### config.mk
export PLATFORM = sky130hd
export DESIGN_NAME = pipe_cla_subtractor_flat
export DESIGN_NICKNAME = d
export VERILOG_FILES = /design/src/rtl/pipe_cla_subtractor_pkg.sv /design/src/rtl/pipe_cla_subtractor_if.sv /design/src/rtl/cla_adder.sv /design/src/rtl/pipe_cla_subtractor_sub_chunk_stage.sv /design/src/rtl/pipe_cla_subtractor.sv /design/src/flat_wrapper.sv
export SDC_FILE = /design/constraint.sdc
export NUM_CORES = 1
export LEC_CHECK = 0
export BUFFER_PORTS_ARGS = -buffer_cell sky130_fd_sc_hd__buf_2
export CAP_MARGIN = 20
export CORE_ASPECT_RATIO = 1.2
export CORE_UTILIZATION = 51
export DETAILED_ROUTE_END_ITERATION = 10
export PLACE_DENSITY_LB_ADDON = 0.08
export REMOVE_ABC_BUFFERS = 1
export SETUP_SLACK_MARGIN = 0.2
export SYNTH_ARGS = -nofsm -noshare
export SYNTH_HDL_FRONTEND = slang
export SYNTH_SLANG_ARGS = --single-unit
### constraint.sdc
create_clock -name clk -period 2.5 [get_ports clk]
set_input_delay 0.5 -clock clk [delete_from_list [all_inputs] [get_ports clk]]
set_output_delay 0.5 -clock clk [all_outputs]
set_load 0.01 [all_outputs]
### src/rtl/pipe_cla_subtractor_pkg.sv
// Shared widths and elaboration helpers for the pipelined CLA subtractor.
// Other files pull these in with import pipe_cla_subtractor_pkg::*.
package pipe_cla_subtractor_pkg;

    localparam int DEF_ADDER_WIDTH = 24;
    localparam int DEF_CHUNK_WIDTH = 8;
    localparam int DEF_CLA_GROUP   = 4;

    function automatic int stage_count(input int adder_width, input int chunk_width);
        return adder_width / chunk_width;
    endfunction

    // A partial top slice would need its own stage shape, so only exact multiples are legal.
    function automatic bit width_divides(input int adder_width, input int chunk_width);
        return (chunk_width > 0) && ((adder_width % chunk_width) == 0);
    endfunction

    localparam int DEF_NUM_STAGES = stage_count(DEF_ADDER_WIDTH, DEF_CHUNK_WIDTH);
    localparam bit DEF_WIDTH_OK   = width_divides(DEF_ADDER_WIDTH, DEF_CHUNK_WIDTH);

endpackage

### src/rtl/pipe_cla_subtractor_if.sv
// Operand/result stream bundle for pipe_cla_subtractor.
// The master modport is the producer/consumer side; the slave modport is the subtractor.
interface pipe_cla_subtractor_if
    import pipe_cla_subtractor_pkg::*;
#(
    parameter int ADDER_WIDTH = DEF_ADDER_WIDTH
) ();

    // Handshake: a beat moves across either side on a rising edge iff valid && ready at
    // that edge; in_ready is a combinational function of out_valid and out_ready only.
    logic                   in_valid;
    logic                   in_ready;
    logic [ADDER_WIDTH-1:0] a;
    logic [ADDER_WIDTH-1:0] b;
    logic                   bin;
    logic                   out_valid;
    logic                   out_ready;
    logic [ADDER_WIDTH-1:0] diff;
    logic                   bout;
    logic                   zero;

    modport master (
        output in_valid, a, b, bin, out_ready,
        input  in_ready, out_valid, diff, bout, zero
    );

    modport slave (
        input  in_valid, a, b, bin, out_ready,
        output in_ready, out_valid, diff, bout, zero
    );

endinterface

### src/rtl/cla_adder.sv
// Two-level carry-lookahead adder: bit carries ripple inside a GROUP, while group
// carries are resolved by full lookahead across all groups.
module cla_adder #(
    parameter int WIDTH = 8,
    parameter int GROUP = 4
) (
    input  logic [WIDTH-1:0] a,
    input  logic [WIDTH-1:0] b,
    input  logic             cin,
    output logic [WIDTH-1:0] sum,
    output logic             cout
);

    localparam int NG = (WIDTH + GROUP - 1) / GROUP;
    localparam int PW = NG * GROUP;

    logic [PW-1:0] pa;
    logic [PW-1:0] pb;
    logic [PW-1:0] g;
    logic [PW-1:0] p;
    logic [PW-1:0] s_full;
    logic [PW:0]   c;
    logic [NG-1:0] gg;
    logic [NG-1:0] gp;
    logic [NG:0]   gc;
    logic          run;
    logic          acc;
    logic          prod;

    // Zero padding has p = g = 0, so it neither creates nor passes a carry.
    assign pa = PW'(a);
    assign pb = PW'(b);
    assign g  = pa & pb;
    assign p  = pa ^ pb;

    always_comb begin
        gg = '0;
        gp = '0;
        for (int k = 0; k < NG; k++) begin
            gp[k] = 1'b1;
            for (int i = 0; i < GROUP; i++) begin
                gg[k] = g[k*GROUP+i] | (p[k*GROUP+i] & gg[k]);
                gp[k] = gp[k] & p[k*GROUP+i];
            end
        end
    end

    always_comb begin
        gc    = '0;
        gc[0] = cin;
        run   = 1'b0;
        acc   = 1'b0;
        prod  = 1'b0;
        for (int k = 0; k < NG; k++) begin
            run = cin;
            for (int j = 0; j <= k; j++) begin
                run = run & gp[j];
            end
            acc = run;
            for (int j = 0; j <= k; j++) begin
                prod = gg[j];
                for (int m = j + 1; m <= k; m++) begin
                    prod = prod & gp[m];
                end
                acc = acc | prod;
            end
            gc[k+1] = acc;
        end
    end

    always_comb begin
        c = '0;
        for (int k = 0; k < NG; k++) begin
            c[k*GROUP] = gc[k];
            for (int i = 0; i < GROUP - 1; i++) begin
                c[k*GROUP+i+1] = g[k*GROUP+i] | (p[k*GROUP+i] & c[k*GROUP+i]);
            end
        end
        c[PW] = gc[NG];
    end

    assign s_full = p ^ c[PW-1:0];
    assign sum    = s_full[WIDTH-1:0];
    assign cout   = c[WIDTH];

endmodule

### src/rtl/pipe_cla_subtractor_sub_chunk_stage.sv
// One subtractor slice: a_slice + ~b_slice + cin on the shared CLA, carry out exposed
// so the caller can register it as the borrow for the next slice.
module pipe_cla_subtractor_sub_chunk_stage
    import pipe_cla_subtractor_pkg::*;
#(
    parameter int CHUNK_WIDTH = DEF_CHUNK_WIDTH
) (
    input  logic [CHUNK_WIDTH-1:0] a_slice,
    input  logic [CHUNK_WIDTH-1:0] b_slice,
    input  logic                   cin,
    output logic [CHUNK_WIDTH-1:0] sum,
    output logic                   cout
);

    logic [CHUNK_WIDTH-1:0] b_inv;

    assign b_inv = ~b_slice;

    cla_adder #(
        .WIDTH (CHUNK_WIDTH),
        .GROUP (DEF_CLA_GROUP)
    ) u_cla (
        .a    (a_slice),
        .b    (b_inv),
        .cin  (cin),
        .sum  (sum),
        .cout (cout)
    );

endmodule

### src/rtl/pipe_cla_subtractor.sv
// Pipelined subtractor diff = a - b - bin, one CHUNK_WIDTH slice per stage with the
// borrow registered between stages and a single advance enable stalling the whole pipe.
module pipe_cla_subtractor
    import pipe_cla_subtractor_pkg::*;
#(
    parameter int ADDER_WIDTH = DEF_ADDER_WIDTH,
    parameter int CHUNK_WIDTH = DEF_CHUNK_WIDTH
) (
    input  logic                  clk,
    input  logic                  rst,
    pipe_cla_subtractor_if.slave  bus
);

    localparam int NUM_STAGES = stage_count(ADDER_WIDTH, CHUNK_WIDTH);
    localparam bit WIDTH_OK   = width_divides(ADDER_WIDTH, CHUNK_WIDTH);

    if (!WIDTH_OK) begin : g_bad_width
        $error("pipe_cla_subtractor: ADDER_WIDTH must be a multiple of CHUNK_WIDTH");
    end

    logic advance;

    assign advance = !g_stage[NUM_STAGES-1].v_q || bus.out_ready;

    // Stage s consumes the low slice of the operand bits still pending and appends its
    // sum above the slices already resolved, so every register is exactly as wide as
    // the data it still has to carry.
    for (genvar s = 0; s < NUM_STAGES; s++) begin : g_stage
        localparam int OPD_W = (NUM_STAGES - s) * CHUNK_WIDTH;
        localparam int RES_W = (s + 1) * CHUNK_WIDTH;

        logic [OPD_W-1:0]       a_in;
        logic [OPD_W-1:0]       b_in;
        logic                   cin;
        logic                   v_in;
        logic [RES_W-1:0]       res_d;
        logic [CHUNK_WIDTH-1:0] sum;
        logic                   cout;
        logic                   v_q;
        logic                   brw_q;
        logic [RES_W-1:0]       res_q;

        if (s == 0) begin : g_head
            assign a_in  = bus.a;
            assign b_in  = bus.b;
            assign cin   = ~bus.bin;
            assign v_in  = bus.in_valid;
            assign res_d = sum;
        end else begin : g_body
            assign a_in  = g_stage[s-1].g_fwd.a_fwd_q;
            assign b_in  = g_stage[s-1].g_fwd.b_fwd_q;
            assign cin   = ~g_stage[s-1].brw_q;
            assign v_in  = g_stage[s-1].v_q;
            assign res_d = {sum, g_stage[s-1].res_q};
        end

        pipe_cla_subtractor_sub_chunk_stage #(
            .CHUNK_WIDTH (CHUNK_WIDTH)
        ) u_chunk (
            .a_slice (a_in[CHUNK_WIDTH-1:0]),
            .b_slice (b_in[CHUNK_WIDTH-1:0]),
            .cin     (cin),
            .sum     (sum),
            .cout    (cout)
        );

        // Borrow is held inverted so that a cleared register reads as "no borrow".
        always_ff @(posedge clk) begin
            if (rst) begin
                v_q   <= 1'b0;
                brw_q <= 1'b0;
                res_q <= '0;
            end else if (advance) begin
                v_q   <= v_in;
                brw_q <= ~cout;
                res_q <= res_d;
            end
        end

        if (s < NUM_STAGES - 1) begin : g_fwd
            logic [OPD_W-CHUNK_WIDTH-1:0] a_fwd_q;
            logic [OPD_W-CHUNK_WIDTH-1:0] b_fwd_q;

            always_ff @(posedge clk) begin
                if (rst) begin
                    a_fwd_q <= '0;
                    b_fwd_q <= '0;
                end else if (advance) begin
                    a_fwd_q <= a_in[OPD_W-1:CHUNK_WIDTH];
                    b_fwd_q <= b_in[OPD_W-1:CHUNK_WIDTH];
                end
            end
        end
    end

    assign bus.in_ready  = advance;
    assign bus.out_valid = g_stage[NUM_STAGES-1].v_q;
    assign bus.diff      = g_stage[NUM_STAGES-1].res_q;
    assign bus.bout      = g_stage[NUM_STAGES-1].brw_q;
    assign bus.zero      = (g_stage[NUM_STAGES-1].res_q == '0);

endmodule

### src/flat_wrapper.sv
// flat-port wrapper written by rule: the top's interface ports become plain ports
module pipe_cla_subtractor_flat import pipe_cla_subtractor_pkg::*;
#(
    parameter int ADDER_WIDTH = DEF_ADDER_WIDTH,
    parameter int CHUNK_WIDTH = DEF_CHUNK_WIDTH
)
  (clk, rst, bus_in_valid, bus_a, bus_b, bus_bin, bus_out_ready, bus_in_ready, bus_out_valid, bus_diff, bus_bout, bus_zero);
  pipe_cla_subtractor_if #(.ADDER_WIDTH(ADDER_WIDTH)) bus_i ();
  input  logic clk;
  input  logic rst;
  input wire logic [$bits(bus_i.in_valid)-1:0] bus_in_valid;
  input wire logic [$bits(bus_i.a)-1:0] bus_a;
  input wire logic [$bits(bus_i.b)-1:0] bus_b;
  input wire logic [$bits(bus_i.bin)-1:0] bus_bin;
  input wire logic [$bits(bus_i.out_ready)-1:0] bus_out_ready;
  output wire logic [$bits(bus_i.in_ready)-1:0] bus_in_ready;
  output wire logic [$bits(bus_i.out_valid)-1:0] bus_out_valid;
  output wire logic [$bits(bus_i.diff)-1:0] bus_diff;
  output wire logic [$bits(bus_i.bout)-1:0] bus_bout;
  output wire logic [$bits(bus_i.zero)-1:0] bus_zero;
  assign bus_i.in_valid = bus_in_valid;
  assign bus_i.a = bus_a;
  assign bus_i.b = bus_b;
  assign bus_i.bin = bus_bin;
  assign bus_i.out_ready = bus_out_ready;
  assign bus_in_ready = bus_i.in_ready;
  assign bus_out_valid = bus_i.out_valid;
  assign bus_diff = bus_i.diff;
  assign bus_bout = bus_i.bout;
  assign bus_zero = bus_i.zero;
  pipe_cla_subtractor #(.ADDER_WIDTH(ADDER_WIDTH), .CHUNK_WIDTH(CHUNK_WIDTH)) u_core (.clk(clk), .rst(rst), .bus(bus_i));
endmodule
# [Word-level counts from Yosys, hierarchy flattened]
# Cells that the tools add are included.
[op_classes] bitwise=126 n_reduce_logical=3
[op_table] op="$and 1x1->1" n=63
[op_table] op="$xor 8x8->8" n=6
[op_table] op="$or 1x1->1" n=45
[op_table] op="$and 8x8->8" n=3
[op_table] op="$logic_not 24->1" n=1
[op_table] op="$not 8->8" n=3
[op_table] op="$not 1->1" n=6
[op_table] op="$logic_not 1->1" n=1
[op_table] op="$logic_or 1x1->1" n=1
[totals] word_cells=142 output_inout_bits=28 regBits=102

# [Logic depth before layout (Yosys ltp)]
[depth] depth_word=16 ltp_mapped=12

# [Modules after synthesis]
# From an unflattened synthesis, not the netlist that was laid out.
[unflattened] hier_cells=568 hier_area_um2=4869.7
[by_module_without_submodules] module="pipe_cla_subtractor" cells_each=451 n_inst=1 area_each_um2=3811.2
[by_module_without_submodules] module="cla_adder at u_core.g_stage[1].u_chunk.u_cla ..." cells_each=31 n_inst=2 area_each_um2=320.3
[by_module_without_submodules] module="cla_adder at u_core.g_stage[0].u_chunk.u_cla" cells_each=31 n_inst=1 area_each_um2=327.8
[by_module_without_submodules] module="pipe_cla_subtractor_sub_chunk_stage" cells_each=8 n_inst=3 area_each_um2=30.0

# [Least setup slack after synthesis]
# No wires, ideal clock.
[synth_timing] kind="reg2reg" from="reg u_core.g_stage[0].g_fwd.b_fwd_q[0]" to="reg u_core.g_stage[1].res_q[15]" required_ns=2.430 arrival_time_ns=2.638 stages_incl_launch_ff=13 slack_ns=-0.208 synth_period_minus_slack_ns=2.708 setup_ns=0.070 path_buffers=0 path_cell_list="dfxtp_1 -> inv_1 -> ha_1 -> nor2b_1 -> o31ai_1 -> nand2b_1 -> a21oi_1 -> fa_1 -> fa_1 -> fa_1 -> xnor2_1 -> nand2_1 -> a21oi_1"
[synth_between] elab_chain_cells=16
[synth_lines] element="start, declared" line_no="pipe_cla_subtractor.sv:82" source="logic [OPD_W-CHUNK_WIDTH-1:0] b_fwd_q;"
[synth_lines] element="start signal, assigned" line_no="pipe_cla_subtractor.sv:90" source="b_fwd_q <= b_in[OPD_W-1:CHUNK_WIDTH];"
[synth_lines] element="$not 8->8 (*)" line_no="pipe_cla_subtractor_sub_chunk_stage.sv:17" source="assign b_inv = ~b_slice;"
[synth_lines] element="$and 8x8->8" line_no="cla_adder.sv:33" source="assign g = pa & pb;"
[synth_lines] element="$and 1x1->1" line_no="cla_adder.sv:42" source="gg[k] = g[k*GROUP+i] | (p[k*GROUP+i] & gg[k]);"
[synth_lines] element="$or 1x1->1" line_no="cla_adder.sv:42"
[synth_lines] element="$and 1x1->1" line_no="cla_adder.sv:42"
[synth_lines] element="$or 1x1->1" line_no="cla_adder.sv:42"
[synth_lines] element="$and 1x1->1" line_no="cla_adder.sv:42"
[synth_lines] element="$or 1x1->1" line_no="cla_adder.sv:42"
[synth_lines] element="$or 1x1->1 (*)" line_no="cla_adder.sv:65" source="acc = acc | prod;"
[synth_lines] element="$and 1x1->1 (*)" line_no="cla_adder.sv:76" source="c[k*GROUP+i+1] = g[k*GROUP+i] | (p[k*GROUP+i] & c[k*GROUP+i]);"
[synth_lines] element="$or 1x1->1 (*)" line_no="cla_adder.sv:76"
[synth_lines] element="$and 1x1->1 (*)" line_no="cla_adder.sv:76"
[synth_lines] element="$or 1x1->1 (*)" line_no="cla_adder.sv:76"
[synth_lines] element="$and 1x1->1 (*)" line_no="cla_adder.sv:76"
[synth_lines] element="$or 1x1->1 (*)" line_no="cla_adder.sv:76"
[synth_lines] element="$xor 8x8->8 (*)" line_no="cla_adder.sv:82" source="assign s_full = p ^ c[PW-1:0];"
[synth_lines] element="end signal, assigned" line_no="pipe_cla_subtractor.sv:76" source="res_q <= res_d;"
[synth_lines] element="end, declared" line_no="pipe_cla_subtractor.sv:41" source="logic [RES_W-1:0] res_q;"
# Mark *: on every way between the ends. The rest lies on a longest branch, timed or not.
# A chain may end at the register's enable or synchronous reset.

# [Final worst setup path]
[layout_timing] from="reg u_core.g_stage[1].g_fwd.b_fwd_q[1]" to="reg u_core.g_stage[2].res_q[23] (netlist: u_core.bus.diff[23])"
[layout_between] elab_chain_cells=16
[layout_lines] element="start, declared" line_no="pipe_cla_subtractor.sv:82"
[layout_lines] element="start signal, assigned" line_no="pipe_cla_subtractor.sv:90"
[layout_lines] element="$not 8->8 (*)" line_no="pipe_cla_subtractor_sub_chunk_stage.sv:17"
[layout_lines] element="$xor 8x8->8" line_no="cla_adder.sv:34" source="assign p = pa ^ pb;"
[layout_lines] element="$and 1x1->1" line_no="cla_adder.sv:42"
[layout_lines] element="$or 1x1->1" line_no="cla_adder.sv:42"
[layout_lines] element="$and 1x1->1" line_no="cla_adder.sv:42"
[layout_lines] element="$or 1x1->1" line_no="cla_adder.sv:42"
[layout_lines] element="$and 1x1->1" line_no="cla_adder.sv:42"
[layout_lines] element="$or 1x1->1" line_no="cla_adder.sv:42"
[layout_lines] element="$or 1x1->1 (*)" line_no="cla_adder.sv:65"
[layout_lines] element="$and 1x1->1 (*)" line_no="cla_adder.sv:76"
[layout_lines] element="$or 1x1->1 (*)" line_no="cla_adder.sv:76"
[layout_lines] element="$and 1x1->1 (*)" line_no="cla_adder.sv:76"
[layout_lines] element="$or 1x1->1 (*)" line_no="cla_adder.sv:76"
[layout_lines] element="$and 1x1->1 (*)" line_no="cla_adder.sv:76"
[layout_lines] element="$or 1x1->1 (*)" line_no="cla_adder.sv:76"
[layout_lines] element="$xor 8x8->8 (*)" line_no="cla_adder.sv:82"
[layout_lines] element="end signal, assigned" line_no="pipe_cla_subtractor.sv:76"
[layout_lines] element="end, declared" line_no="pipe_cla_subtractor.sv:41"
# Marked as above.

==> impl_metrics.csv <==
group,metric,value,unit
layout,fillCellCount,809,
synth,yosysMostFrequentCell,"nand2_1",
grt,grt_pass1_vias,3732,
worst_setup_path,critPathSlowestCell,"fa_2",
clocking,clock-sinks,102,
routing,vias,3914,
timing,rsz0062_at_grt,"true",
run_status,status,"finished clean",
worst_setup_path,critPathTopFamily,"adder cells",
die,dieArea,9770,sq um
die,ios,81,
clocking,cts.htree.levels,3,
clocking,cts_tree,"built",
routing,post-route-drc-count,0,
clocking,cts_root_buf,"clkbuf_8",
placed_design,port_buffers,80,
grt,grt_max_degree,74,
hold_path,hp-class,"in -> reg",
clocking,cts_setup_buffers,0,
clocking,clk_latency,0.37,ns
synth,syn_inst,560,
grt,grt_usage,21.1,%
synth,synth.top_cells.by_count,"nand2_1, dfxtp_1, a21oi_1",
layout,drive_gt1_share,29.4,%
routing,wl_per_cell,12.7,microns
die,die_w,90.4,microns
synth,ys_warn_count,0,
worst_setup_path,crit_type,"reg -> reg",
worst_setup_path,critPathMaxStageDelay,0.36,ns
timing,tightest_slew,0.521,ns
synth,yosys.area.top_type,"dfxtp_1",
routing,drtPass1Iterations,4,
placed_design,place_congestion,0.781,
timing,hold_viol,0,
worst_setup_path,crit_buf_inv,1,
synth,synth-edff-count,0,
worst_setup_path,worst_path_most_repeated_cell,"fa_2",
die,die-height,108,microns
timing,fin_crit,2.45,ns
worst_setup_path,rr_worst_depth,12,
synth,async_reset_ff_share,0,%
worst_setup_path,endpoint_kind,"flip-flop",
routing,via_per_inst,5.07,
synth,syn_area_per_cell,8.54,sq um
synth,synthTopCellsByArea,"dfxtp_1, nand2_1, a21oi_1",
routing,routed_wl,9.82,mm
layout,diodes,0,
layout,synthToLayoutAreaGrowth,21.2,%
timing,whs,0.363,ns
synth,ys.flop_type,"dfxtp_1",
hold_path,min_from,"bus_b[12]",
power_and_ir_drop,p_leak,2.55,nW
worst_setup_path,required,2.80,ns
grt,grt_pass1_wl,16.3,mm
power_and_ir_drop,p_per_area,617,nW/um^2
placed_design,pre_cts_slack,-0.392,ns
timing,tns,0,ns
die,initial_core_util,52.7,%
synth,synth_cell_type_count,34,
worst_setup_path,reg2reg_slack,0.05,ns
power_and_ir_drop,vdd_drop_max,0.290,mV
die,rows,38,
worst_setup_path,worstPathMaxFanout,2,
synth,ys_seq_area_share,42.7,%
timing,fmax,408,MHz
flow_run,drv_cap,0,
hold_path,holdPathStages,3,
routing,drtAntennaViolNets,0,
grt,antenna_found_initial,0,
clocking,clk_transition_reported_paths,0.09,ns
worst_setup_path,timing.rr.end,"u_core.bus.diff[23]",
timing,finalSetupViolCount,0,
die,core-area,9080,sq um
synth,yosys.area.top_type_share,42.7,%
timing,setup_slack,0.0502,ns
worst_setup_path,cp-start-kind,"flip-flop",
synth,synth_seq_cells,102,
routing,drt_iter0_drc,146,
grt,overflow,0,
timing,timing.final.crit_share,98.0,%
timing,fin_skew,0.00600,ns
timing,slew_viol_final,0,
timing,slew_headroom,64.9,%
worst_setup_path,path_cells,"inv_2 > ha_4 > o21a_1 > o31ai_2 > nand2b_1 > a21oi_2 > fa_2 > fa_2 > fa_2 > xnor2_2 > nand2_1 > a21oi_1",
worst_setup_path,worstPathArrival,2.75,ns
clocking,clockBufferDepth,2,
placed_design,dp_hpwl,6.76,mm
layout,fin_nets,744,
synth,synth_area,4780,sq um
clocking,ctsHoldBuffers,0,
hold_path,hold_end,"u_core.g_stage[0].g_fwd.b_fwd_q[4]",
clocking,cts_buffers,9,
worst_setup_path,reg2reg_from,"u_core.g_stage[1].g_fwd.b_fwd_q[1]",
[sequential cells by signal, indices dropped and copies added (netlist names)]
name,count
u_core.g_stage.brw_q,2
u_core.g_stage.g_fwd.b_fwd_q,24
u_core.bus.out_valid,1
u_core.bus.bout,1
u_core.g_stage.g_fwd.a_fwd_q,24
u_core.g_stage.res_q,24
u_core.bus.diff,24
u_core.g_stage.v_q,2
[layer usage]
metal	vias to the layer above	part of all wire, %	global-route usage, %	wire (microns)
li1	1991	-	-	-
met1	1844	45	25.0	4390
met2	69	50	37.6	4940
met3	10	3.4	3.80	330
met4	0	1.7	8.99	170
met5	-	0	0	0
[cells in the final DEF (no fill, tap or decap), types with 6 or more instances in the layout]
cell type  instances
nor2_1            22
buf_2             75
clkbuf_8           9
inv_1             37
dfxtp_1           95
fa_1               6
a21oi_1           86
dfxtp_2            7
nand2_1          166
buf_4             29
ha_4               6
fa_2              12
a21oi_2            6
a211oi_2          18
ha_1              18
[stage by stage]
stage	std cells	cell area (sq um)	util [%]	power (mW)
CTS	772	5650	62.3	3.57
finish	772	5800	63.8	3.58
global route	772	5800	63.8	3.78
detailed placement	758	5400	59.5	2.58
global placement	758	5400	59.5	2.56
floorplan	526	4570	-	2.30
[cell families after synthesis]
family,synth area share [%]
buffers and inverters,8.00
and+or+nand+nor,17.2
AOI/OAI and AO/OA,17.2
adders and majority gates,13.8
xor gates and xnor gates,1.10
DFF,42.7
[repair_timing]
action                                  4_1_cts  5_1_grt
endpoints found under the setup margin        8        9
pin swaps                                    18        3
resized for setup                            27       29
[worst max path at each step]
stage / startpoint / end / slack, ns / cells past startpoint
floorplan: u_core.g_stage[0].g_fwd.b_fwd_q[0] / u_core.g_stage[1].res_q[15] / -0.24 / 12
detailed placement: bus_b[1] / u_core.g_stage[0].res_q[7] / -0.39 / 12
CTS: u_core.g_stage[1].g_fwd.b_fwd_q[1] / u_core.bus.diff[23] / 0.07 / 12
global placement: bus_b[1] / u_core.g_stage[0].res_q[7] / -0.33 / 12
finish: u_core.g_stage[1].g_fwd.b_fwd_q[1] / u_core.bus.diff[23] / 0.05 / 12
global route: u_core.g_stage[1].g_fwd.b_fwd_q[1] / u_core.bus.diff[23] / -0.11 / 12
[final cells by class]
| type | count | area, sq um | area share, % |
|---|---|---|---|
| clock inverter | 2 | 35.0 | 0.604 |
| tap | 120 | 150 | 2.59 |
| timing repair buffer | 112 | 709 | 12.2 |
| inverter | 44 | 170 | 2.93 |
| clock buffer | 12 | 135 | 2.33 |
| multi-input combinational | 380 | 2550 | 43.9 |
| sequential | 102 | 2050 | 35.4 |
[where the power goes]
| part | switching, mW | total [mW] | internal, mW |
|---|---|---|---|
| Combinational | 0.362 | 0.741 | 0.379 |
| Clock | 0.517 | 0.969 | 0.452 |
| Sequential | 0.0988 | 1.87 | 1.77 |
| Total | 0.978 | 3.58 | 2.60 |
[worst register-to-register path: stages, from the launching register on]
cell      delay (ns)
dfxtp_2         0.34
inv_2           0.04
ha_4            0.25
o21a_1          0.13
o31ai_2         0.07
nand2b_1        0.08
a21oi_2         0.06
fa_2            0.34
fa_2            0.35
fa_2            0.36
xnor2_2         0.16
nand2_1         0.07
a21oi_1         0.12
Note: power is estimated with default switching activity, not from simulation.
